--- config.mk ---
export PLATFORM = sky130hd
export DESIGN_NAME = block_transfer_sequencer
export DESIGN_NICKNAME = d
export VERILOG_FILES = /design/src/rtl/cpu_pkg.sv /design/src/rtl/lowest_set16.sv /design/src/rtl/block_transfer_sequencer.sv
export SDC_FILE = /design/constraint.sdc
export NUM_CORES = 1
export LEC_CHECK = 0
export BUFFER_PORTS_ARGS = -buffer_cell sky130_fd_sc_hd__buf_2
export CORE_UTILIZATION = 40
export DETAILED_ROUTE_END_ITERATION = 16
export SETUP_SLACK_MARGIN = 0.05
export SLEW_MARGIN = 20
export SYNTH_ARGS = -nofsm -noshare
export SYNTH_HDL_FRONTEND = slang
export SYNTH_SLANG_ARGS = --single-unit
--- constraint.sdc ---
create_clock -name clk_i -period 12.2 [get_ports clk_i]
set_input_delay 3.66 -clock clk_i [delete_from_list [all_inputs] [get_ports clk_i]]
set_output_delay 3.66 -clock clk_i [all_outputs]
set_load 0.1 [all_outputs]
--- src/rtl/cpu_pkg.sv ---
// rtl/cpu_pkg.sv - shared types, constants and helpers for the block transfer sequencer
package cpu_pkg;

    typedef enum logic [1:0] {
        IDLE = 2'd0,
        XFER = 2'd1,
        WB   = 2'd2,
        DONE = 2'd3
    } bts_state_t;

    localparam logic [3:0] PC_IDX     = 4'd15;
    localparam int         WORD_BYTES = 4;

    function automatic logic [4:0] popcount16(input logic [15:0] v);
        logic [4:0] cnt;
        cnt = 5'd0;
        for (int i = 0; i < 16; i++) begin
            cnt = cnt + {4'b0000, v[i]};
        end
        return cnt;
    endfunction

endpackage

--- src/rtl/lowest_set16.sv ---
// rtl/lowest_set16.sv - combinational lowest-set-bit priority encoder for a 16-bit vector
module lowest_set16 (
    input  logic [15:0] vec,
    output logic [3:0]  idx,
    output logic        any
);

    // Scan from the top so the lowest set bit is the last assignment and wins.
    always_comb begin
        idx = 4'd0;
        for (int i = 15; i >= 0; i--) begin
            if (vec[i]) begin
                idx = 4'(i);
            end
        end
    end

    assign any = |vec;

endmodule

--- src/rtl/block_transfer_sequencer.sv ---
// rtl/block_transfer_sequencer.sv - LDM/STM multi-cycle sequencer: one word per beat, optional base writeback
module block_transfer_sequencer #(
    parameter int         WORD_BYTES = cpu_pkg::WORD_BYTES,
    parameter logic [3:0] PC_IDX     = cpu_pkg::PC_IDX
) (
    input  logic        clk_i,
    input  logic        rst_n_i,
    input  logic        start_i,
    input  logic        load_i,
    input  logic        up_i,
    input  logic        pre_i,
    input  logic        wb_i,
    input  logic [3:0]  base_reg_i,
    input  logic [31:0] base_val_i,
    input  logic [15:0] reg_list_i,
    output logic        busy_o,
    output logic        done_o,
    output logic [3:0]  rf_raddr_o,
    input  logic [31:0] rf_rdata_i,
    output logic        rf_we_o,
    output logic [3:0]  rf_waddr_o,
    output logic [31:0] rf_wdata_o,
    output logic        mem_req_o,
    output logic        mem_we_o,
    output logic [31:0] mem_addr_o,
    output logic [31:0] mem_wdata_o,
    input  logic [31:0] mem_rdata_i,
    input  logic        mem_ready_i,
    output logic        pc_we_o,
    output logic [31:0] pc_wdata_o
);

    import cpu_pkg::*;

    localparam logic [31:0] STEP = 32'(WORD_BYTES);

    bts_state_t  state_q, state_d;
    logic [15:0] list_q;
    logic        load_q;
    logic        up_q;
    logic        wb_q;
    logic        base_hit_q;
    logic [3:0]  base_reg_q;
    logic [31:0] base_q;
    logic [4:0]  cnt_q;
    logic [31:0] addr_q;

    logic [3:0]  cur_idx;
    logic        cur_any;
    logic [15:0] list_clr;
    logic        beat_done;
    logic [4:0]  start_cnt;
    logic [31:0] start_span;
    logic [31:0] start_addr;
    logic [31:0] span_q;
    logic [31:0] wb_val;

    lowest_set16 u_lowest (
        .vec (list_q),
        .idx (cur_idx),
        .any (cur_any)
    );

    assign list_clr  = list_q & ~(16'd1 << cur_idx);
    assign beat_done = (state_q == XFER) && mem_ready_i;

    // Lowest register always sits at the lowest address, whichever direction.
    assign start_cnt  = popcount16(reg_list_i);
    assign start_span = STEP * 32'(start_cnt);
    always_comb begin
        start_addr = 32'd0;
        case ({up_i, pre_i})
            2'b11:   start_addr = base_val_i + STEP;
            2'b10:   start_addr = base_val_i;
            2'b01:   start_addr = base_val_i - start_span;
            default: start_addr = base_val_i - start_span + STEP;
        endcase
    end

    assign span_q = STEP * 32'(cnt_q);
    assign wb_val = up_q ? (base_q + span_q) : (base_q - span_q);

    always_ff @(posedge clk_i) begin
        if (!rst_n_i) begin
            state_q    <= IDLE;
            list_q     <= 16'd0;
            load_q     <= 1'b0;
            up_q       <= 1'b0;
            wb_q       <= 1'b0;
            base_hit_q <= 1'b0;
            base_reg_q <= 4'd0;
            base_q     <= 32'd0;
            cnt_q      <= 5'd0;
            addr_q     <= 32'd0;
        end else begin
            state_q <= state_d;
            if (state_q == IDLE && start_i) begin
                list_q     <= reg_list_i;
                load_q     <= load_i;
                up_q       <= up_i;
                wb_q       <= wb_i;
                base_hit_q <= reg_list_i[base_reg_i];
                base_reg_q <= base_reg_i;
                base_q     <= base_val_i;
                cnt_q      <= start_cnt;
                addr_q     <= start_addr;
            end else if (beat_done) begin
                list_q <= list_clr;
                addr_q <= addr_q + STEP;
            end
        end
    end

    always_comb begin
        state_d     = state_q;
        done_o      = 1'b0;
        rf_raddr_o  = 4'd0;
        rf_we_o     = 1'b0;
        rf_waddr_o  = 4'd0;
        rf_wdata_o  = 32'd0;
        mem_req_o   = 1'b0;
        mem_we_o    = 1'b0;
        mem_addr_o  = 32'd0;
        mem_wdata_o = 32'd0;
        pc_we_o     = 1'b0;
        pc_wdata_o  = 32'd0;
        case (state_q)
            IDLE: begin
                if (start_i) begin
                    state_d = (reg_list_i == 16'd0) ? DONE : XFER;
                end
            end
            XFER: begin
                mem_req_o  = cur_any;
                mem_addr_o = addr_q;
                if (!load_q) begin
                    mem_we_o    = 1'b1;
                    rf_raddr_o  = cur_idx;
                    mem_wdata_o = rf_rdata_i;
                end else if (mem_ready_i) begin
                    if (cur_idx == PC_IDX) begin
                        pc_we_o    = 1'b1;
                        pc_wdata_o = mem_rdata_i;
                    end else begin
                        rf_we_o    = 1'b1;
                        rf_waddr_o = cur_idx;
                        rf_wdata_o = mem_rdata_i;
                    end
                end
                if (mem_ready_i && list_clr == 16'd0) begin
                    state_d = wb_q ? WB : DONE;
                end
            end
            WB: begin
                // A loaded base register keeps the loaded value; the PC is never a writeback target.
                rf_we_o    = (base_reg_q != PC_IDX) && !(load_q && base_hit_q);
                rf_waddr_o = base_reg_q;
                rf_wdata_o = wb_val;
                state_d    = DONE;
            end
            DONE: begin
                done_o  = 1'b1;
                state_d = IDLE;
            end
            default: state_d = IDLE;
        endcase
    end

    assign busy_o = (state_q != IDLE);

endmodule

---- Word level (Yosys, flattened, before mapping) ----
Cells that the tools add are included.
operators by class
  shifts and indexed selects .............. 1
  order comparisons ....................... 1
  multiplexer cells ....................... 58
  bitwise logic cells ..................... 2
  eq/ne operators ......................... 10
  reductions and logical operators ........ 13
  add/subtract/negate cells ............... 21
operator list
  kind                                                                  number
  32-bit two-way mux                                                    13
  32-bit by 3-bit adder with 32-bit output, second input constant       3
  32-bit case mux with 3 select lines                                   1
  4-bit two-way mux                                                     21
  32-bit case mux with 2 select lines                                   1
  32-bit by 7-bit subtractor with 32-bit output                         2
  5-bit by 1-bit adder with 5-bit output                                11
  32-bit by 7-bit adder with 32-bit output                              1
  16-bit logical NOT                                                    2
  16-bit two-way mux                                                    2
  16-bit AND                                                            1
  16-bit inverter                                                       1
  16-bit OR reduction                                                   1
  1-bit by 4-bit << shifter with 16-bit output, first input constant    1
  1-bit two-way mux                                                     13
  2-bit equality test, second input constant                            4
  2-bit case mux with 4 select lines                                    1
  4-bit case mux with 2 select lines                                    1
  2-bit two-way mux                                                     3
  4-bit by 1-bit adder with 5-bit output                                1
  1-bit logical AND                                                     5
  4-bit by 5-bit < comparator with 1-bit output, second input constant  1
  3-bit by 1-bit adder with 4-bit output                                1
  1-bit binary-select mux with 4-bit select                             1
  12 further kinds                                                      14
storage, ports and cells
  register bits ........................... 95

---- Longest topological paths before layout ----
  depth after elaboration ................. 23
  depth in mapped cells ................... 26
  mapped depth without buffers ............ 23

---- Hierarchy ----
A second synthesis with hierarchy kept.
second synthesis, totals
  cell total of the unflattened synthesis .. 1,452
  area, all modules ....................... 10,297.4 µm²
by module, submodules not included
  module                    cells an instance  sequential area each (µm²)  area each (µm²)  times used
  block_transfer_sequencer  1,418              1,901.8                     10,121.0         1
  lowest_set16              34                 0.0                         176.4            1

---- Worst setup path after synthesis ----
OpenSTA, ideal clock, no wires.
  path kind ............................... in2out
  start ................................... input mem_ready_i
  end ..................................... output rf_waddr_o[2]
  path buffers ............................ 2
  cell stages on the path ................. 7
  setup slack ............................. 1.828 ns
  arrival ................................. 6.712 ns
  cells stage by stage .................... and2_1 -> clkbuf_1 -> nand2_1 -> nor2b_1 -> clkbuf_1 -> nand2b_1 -> a21boi_0
between the ends
  word-level cells in the longest chain between the ends .. 3
RTL lines
  item                                line                             text
  start, declared                     block_transfer_sequencer.sv:28   input logic mem_ready_i,
  4-bit two-way mux                   block_transfer_sequencer.sv:140  end else if (mem_ready_i) begin
  4-bit two-way mux                   block_transfer_sequencer.sv:136  if (!load_q) begin
  4-bit case mux with 2 select lines  block_transfer_sequencer.sv:127  case (state_q)
  end, declared                       block_transfer_sequencer.sv:21   output logic [3:0] rf_waddr_o,
Every way passes these cells.

---- Worst setup path after layout ----
  start ................................... input reg_list_i[0]
  end ..................................... register addr_q[31]
between the ends
  word-level cells in the longest chain between the ends .. 19
RTL lines
  item                                                      line                                                            text
  start, declared                                           block_transfer_sequencer.sv:15                                  input logic [15:0] reg_list_i,
  1-bit by 1-bit adder with 2-bit output (*)                cpu_pkg.sv:18                                                   cnt = cnt + {4'b0000, v[i]};
  2-bit by 1-bit adder with 3-bit output (*)                cpu_pkg.sv:18
  3-bit by 1-bit adder with 4-bit output (*)                cpu_pkg.sv:18
  4-bit by 1-bit adder with 5-bit output (*)                cpu_pkg.sv:18
  5-bit by 1-bit adder with 5-bit output (*) (11 in a row)  cpu_pkg.sv:18
  32-bit by 7-bit subtractor with 32-bit output (*)         block_transfer_sequencer.sv:75, block_transfer_sequencer.sv:76
  32-bit by 3-bit adder with 32-bit output                  block_transfer_sequencer.sv:76                                  default: start_addr = base_val_i - start_span + STEP;
  32-bit case mux with 3 select lines (*)                   block_transfer_sequencer.sv:72                                  case ({up_i, pre_i})
  32-bit two-way mux (*)                                    block_transfer_sequencer.sv:97                                  if (state_q == IDLE && start_i) begin
  end signal, assigned                                      block_transfer_sequencer.sv:106                                 addr_q <= start_addr;
  end signal, assigned                                      block_transfer_sequencer.sv:109                                 addr_q <= addr_q + STEP;
  end, declared                                             block_transfer_sequencer.sv:46                                  logic [31:0] addr_q;
Mark *: on every way between the ends. The rest lies on a longest branch, timed or not.
A chain may end at the register's enable or synchronous reset.

==> qor.csv <==
metric;value;unit
r2r_setup_slack;8.73;ns
cp_slowest_stage_delay;0.54;ns
grt_max_degree;81;
cp_cell_sequence;buf_2, inv_1, fa_1, inv_1, fa_1, fa_1, inv_1, fa_1, inv_1, ha_1, a21o_1, a21oi_1, xor2_1, ha_1, o21ai_1, o21ai_1, nor3_1, mux2_2, a221o_2, nor3_4, inv_1, nor4b_4, mux2i_1, a211oi_2;
max_slew_margin;0.3778;
cts_tree;done;
synthTopCellsByCount;206 x nand2_1, 139 x a21oi_1, 105 x and2_1, 95 x dfxtp_1, 89 x nor2_1;
power.total;2.944;mW
first_pass_iters;5;
grt_pass1_vias;10420;
start_util;0.4060;
outcome;finished clean;
ir_drop;0.1687;mV
drive_above_1_share;0.2089;
max_freq;99.81;MHz
synthFlopType;dfxtp_1;
async_reset_ff_frac;0;
holdPathStages;2;
use_met3;0.03139;
ant_nets;0;
multiInputGateArea;7930;µm²
met1_usage;0.3611;
path_clk_slew;0.08;ns
holdPathEnd;addr_q[0]$_SDFFE_PN0P_;
slowest_stage;nor3_1;
syn-cell-area;10550;µm²
hold_viol_final;0;
drc_errors;0;
crit_path_start_kind;primary input;
setup_slack;2.181;ns
final_area;12230;µm²
synth_top_area_cell;dfxtp_1;
grt.overflow.total;0;
hp-start;addr_q[0]$_SDFFE_PN0P_;
final-setup-viol-count;0;
vias;11510;
fin_setup_tns;0;ns
fin_crit;10.02;ns
holdBufCountCts;0;
yosysWarnings;0;
io_pins;266;
postCtsSetupBuffers;0;
rows;59;
cp_common_cell;inv_1;
wire_per_inst;19.30;µm
grt_antenna_before_repair;1;
ctsResizeCount;0;
root_buffer;clkbuf_16;
timing.final.crit_share;0.8212;
nNetsFinal;1839;
globalplace.congestion;0.9133;
netlist_instances;1458;
synth.ff_latch_count;95;
die_area;27030;µm²
clock_path_buffers;2;
crit-reg2reg-launch;list_q[8]$_SDFFE_PN0P_;
grt_usage;0.2786;
critical_path_arrival;10.25;ns
skew;0.01371;ns
drt_wl_total;38450;µm
grt_busiest_layer;met2;
dp_slack;1.842;ns
hp-class;reg -> reg;
clk_latency;0.37;ns
synth_nets;1646;
synth_edf_count;0;
synthMostInstantiatedCell;nand2_1;
reg2reg_depth;10;
cp.required;12.43;ns
dp_hpwl;29560;µm
worst_pin_slew;0.9334;ns
portBuffers;265;
syn_area_per_cell;7.235;µm²
synth.area.top_cells;dfxtp_1 18%, nand2_1 7.3%, a21oi_1 6.6%;
core;25980;µm²
crit_type;in -> reg;
clock-sinks;95;
p_leak;5.283;nW
seq_area;1902;µm²
reg2reg_to;state_q[1]$_SDFFE_PN0P_;
grt_pass1_wl;58130;µm
rsz0062_at_grt;no;
synth_top_cell_area_share;0.1803;
numCtsBuffers;9;
grt_util_met2;0.4670;
slew_viol_final;0;
htreeDepth;3;
drt_first_iter_violations;912;
worst_setup_path_end_kind;register;
fp.dieW;164.4;µm
power_density;240.6;nW/µm²
crit_fanout;8;
vias_per_cell;5.776;
nFillCells;2708;
ys_types;99;
cap_violations;0;
ys_seq_area_frac;0.1803;
die_h;164.4;µm
dpl_cell_area;11910;µm²
area_delta_synth_final;15.98;%
## where the power goes
group          switching [mW]  internal (mW)
Combinational            1.52          0.651
Sequential             0.0822          0.376
Clock                   0.150          0.166
Total                    1.75           1.19
## stage by stage
stage,hold slack [ns],util,cells
after floorplan,0.4317,-,1458
after global placement,0.4416,0.4582,1975
after detailed placement,0.4444,0.4582,1975
after CTS,0.4553,0.4707,1991
after global routing,0.4793,0.4708,1992
final,0.4521,0.4708,1992
## worst max-delay path, delay by kind of cell
kind | cells | cell delay (ns)
adder cells (fa/ha/maj) | 6 | 2.66
buffers and inverters | 6 | 0.49
AND/OR/NAND/NOR | 3 | 1.07
XOR/XNOR | 1 | 0.26
AO/OA/AOI/OAI | 6 | 1.45
multiplexers | 2 | 0.64
## worst max path at each step
stage | from | to | cells past startpoint
final | reg_list_i[0] | addr_q[31]$_SDFFE_PN0P_ | 24
after global routing | reg_list_i[0] | addr_q[31]$_SDFFE_PN0P_ | 24
after CTS | reg_list_i[0] | addr_q[31]$_SDFFE_PN0P_ | 24
after detailed placement | reg_list_i[0] | addr_q[31]$_SDFFE_PN0P_ | 24
after global placement | reg_list_i[0] | addr_q[31]$_SDFFE_PN0P_ | 24
after floorplan | mem_ready_i | rf_waddr_o[2] | 7
## routing by layer
| layer | part of all wire | routed length [µm] |
|---|---|---|
| met5 | 0 | 0 |
| met4 | 0.034 | 1322 |
| met3 | 0.064 | 2461 |
| met2 | 0.47 | 18060 |
| met1 | 0.43 | 16600 |
## cell type report
class	count	share of cell area
multi-input combinational	1208	0.6482
sequential	95	0.1555
timing repair buffer	280	0.1176
tap	335	0.03426
clock buffer	9	0.01841
inverter	57	0.01759
clock inverter	7	0.008284
antenna	1	0.0002045
## sequential cells by signal, indices dropped and copies added (netlist names)
name	flops
base_reg_q	4
state_q	2
addr_q	32
load_q	1
list_q	16
base_q	32
cnt_q	5
base_hit_q	1
wb_q	1
up_q	1
## placed cells by master (no fill, tap or decap), drive strengths merged, types with 6 or more instances in the layout
cell and instances:
a211oi 26, a21o 24, a21oi 140, a22oi 23
a311oi 10, a31oi 20, and2 108, and3 10
buf 280, clkbuf 9, dfxtp 95, fa 12
ha 52, inv 59, mux2i 6, nand2 206
nand2b 19, nand3 30, nand4 16, nor2 90
nor2b 35, nor3 34, nor3b 8, nor4 14
o211ai 25, o21a 9, o21ai 62, o31ai 11
or2 7, or3 18, xnor2 57, xor2 40
## logic make-up after synthesis
group                      count (synthesis)  synth area share
and+or+nand+nor                          616            0.3020
DFF                                       95            0.1803
AOI/OAI and AO/OA                        415            0.2625
muxes                                     16           0.02171
buffers and inverters                    155           0.06856
xor gates and xnor gates                  97           0.08054
adders and majority gates                 64           0.08445
No activity file was read; power rests on OpenSTA's default activity.
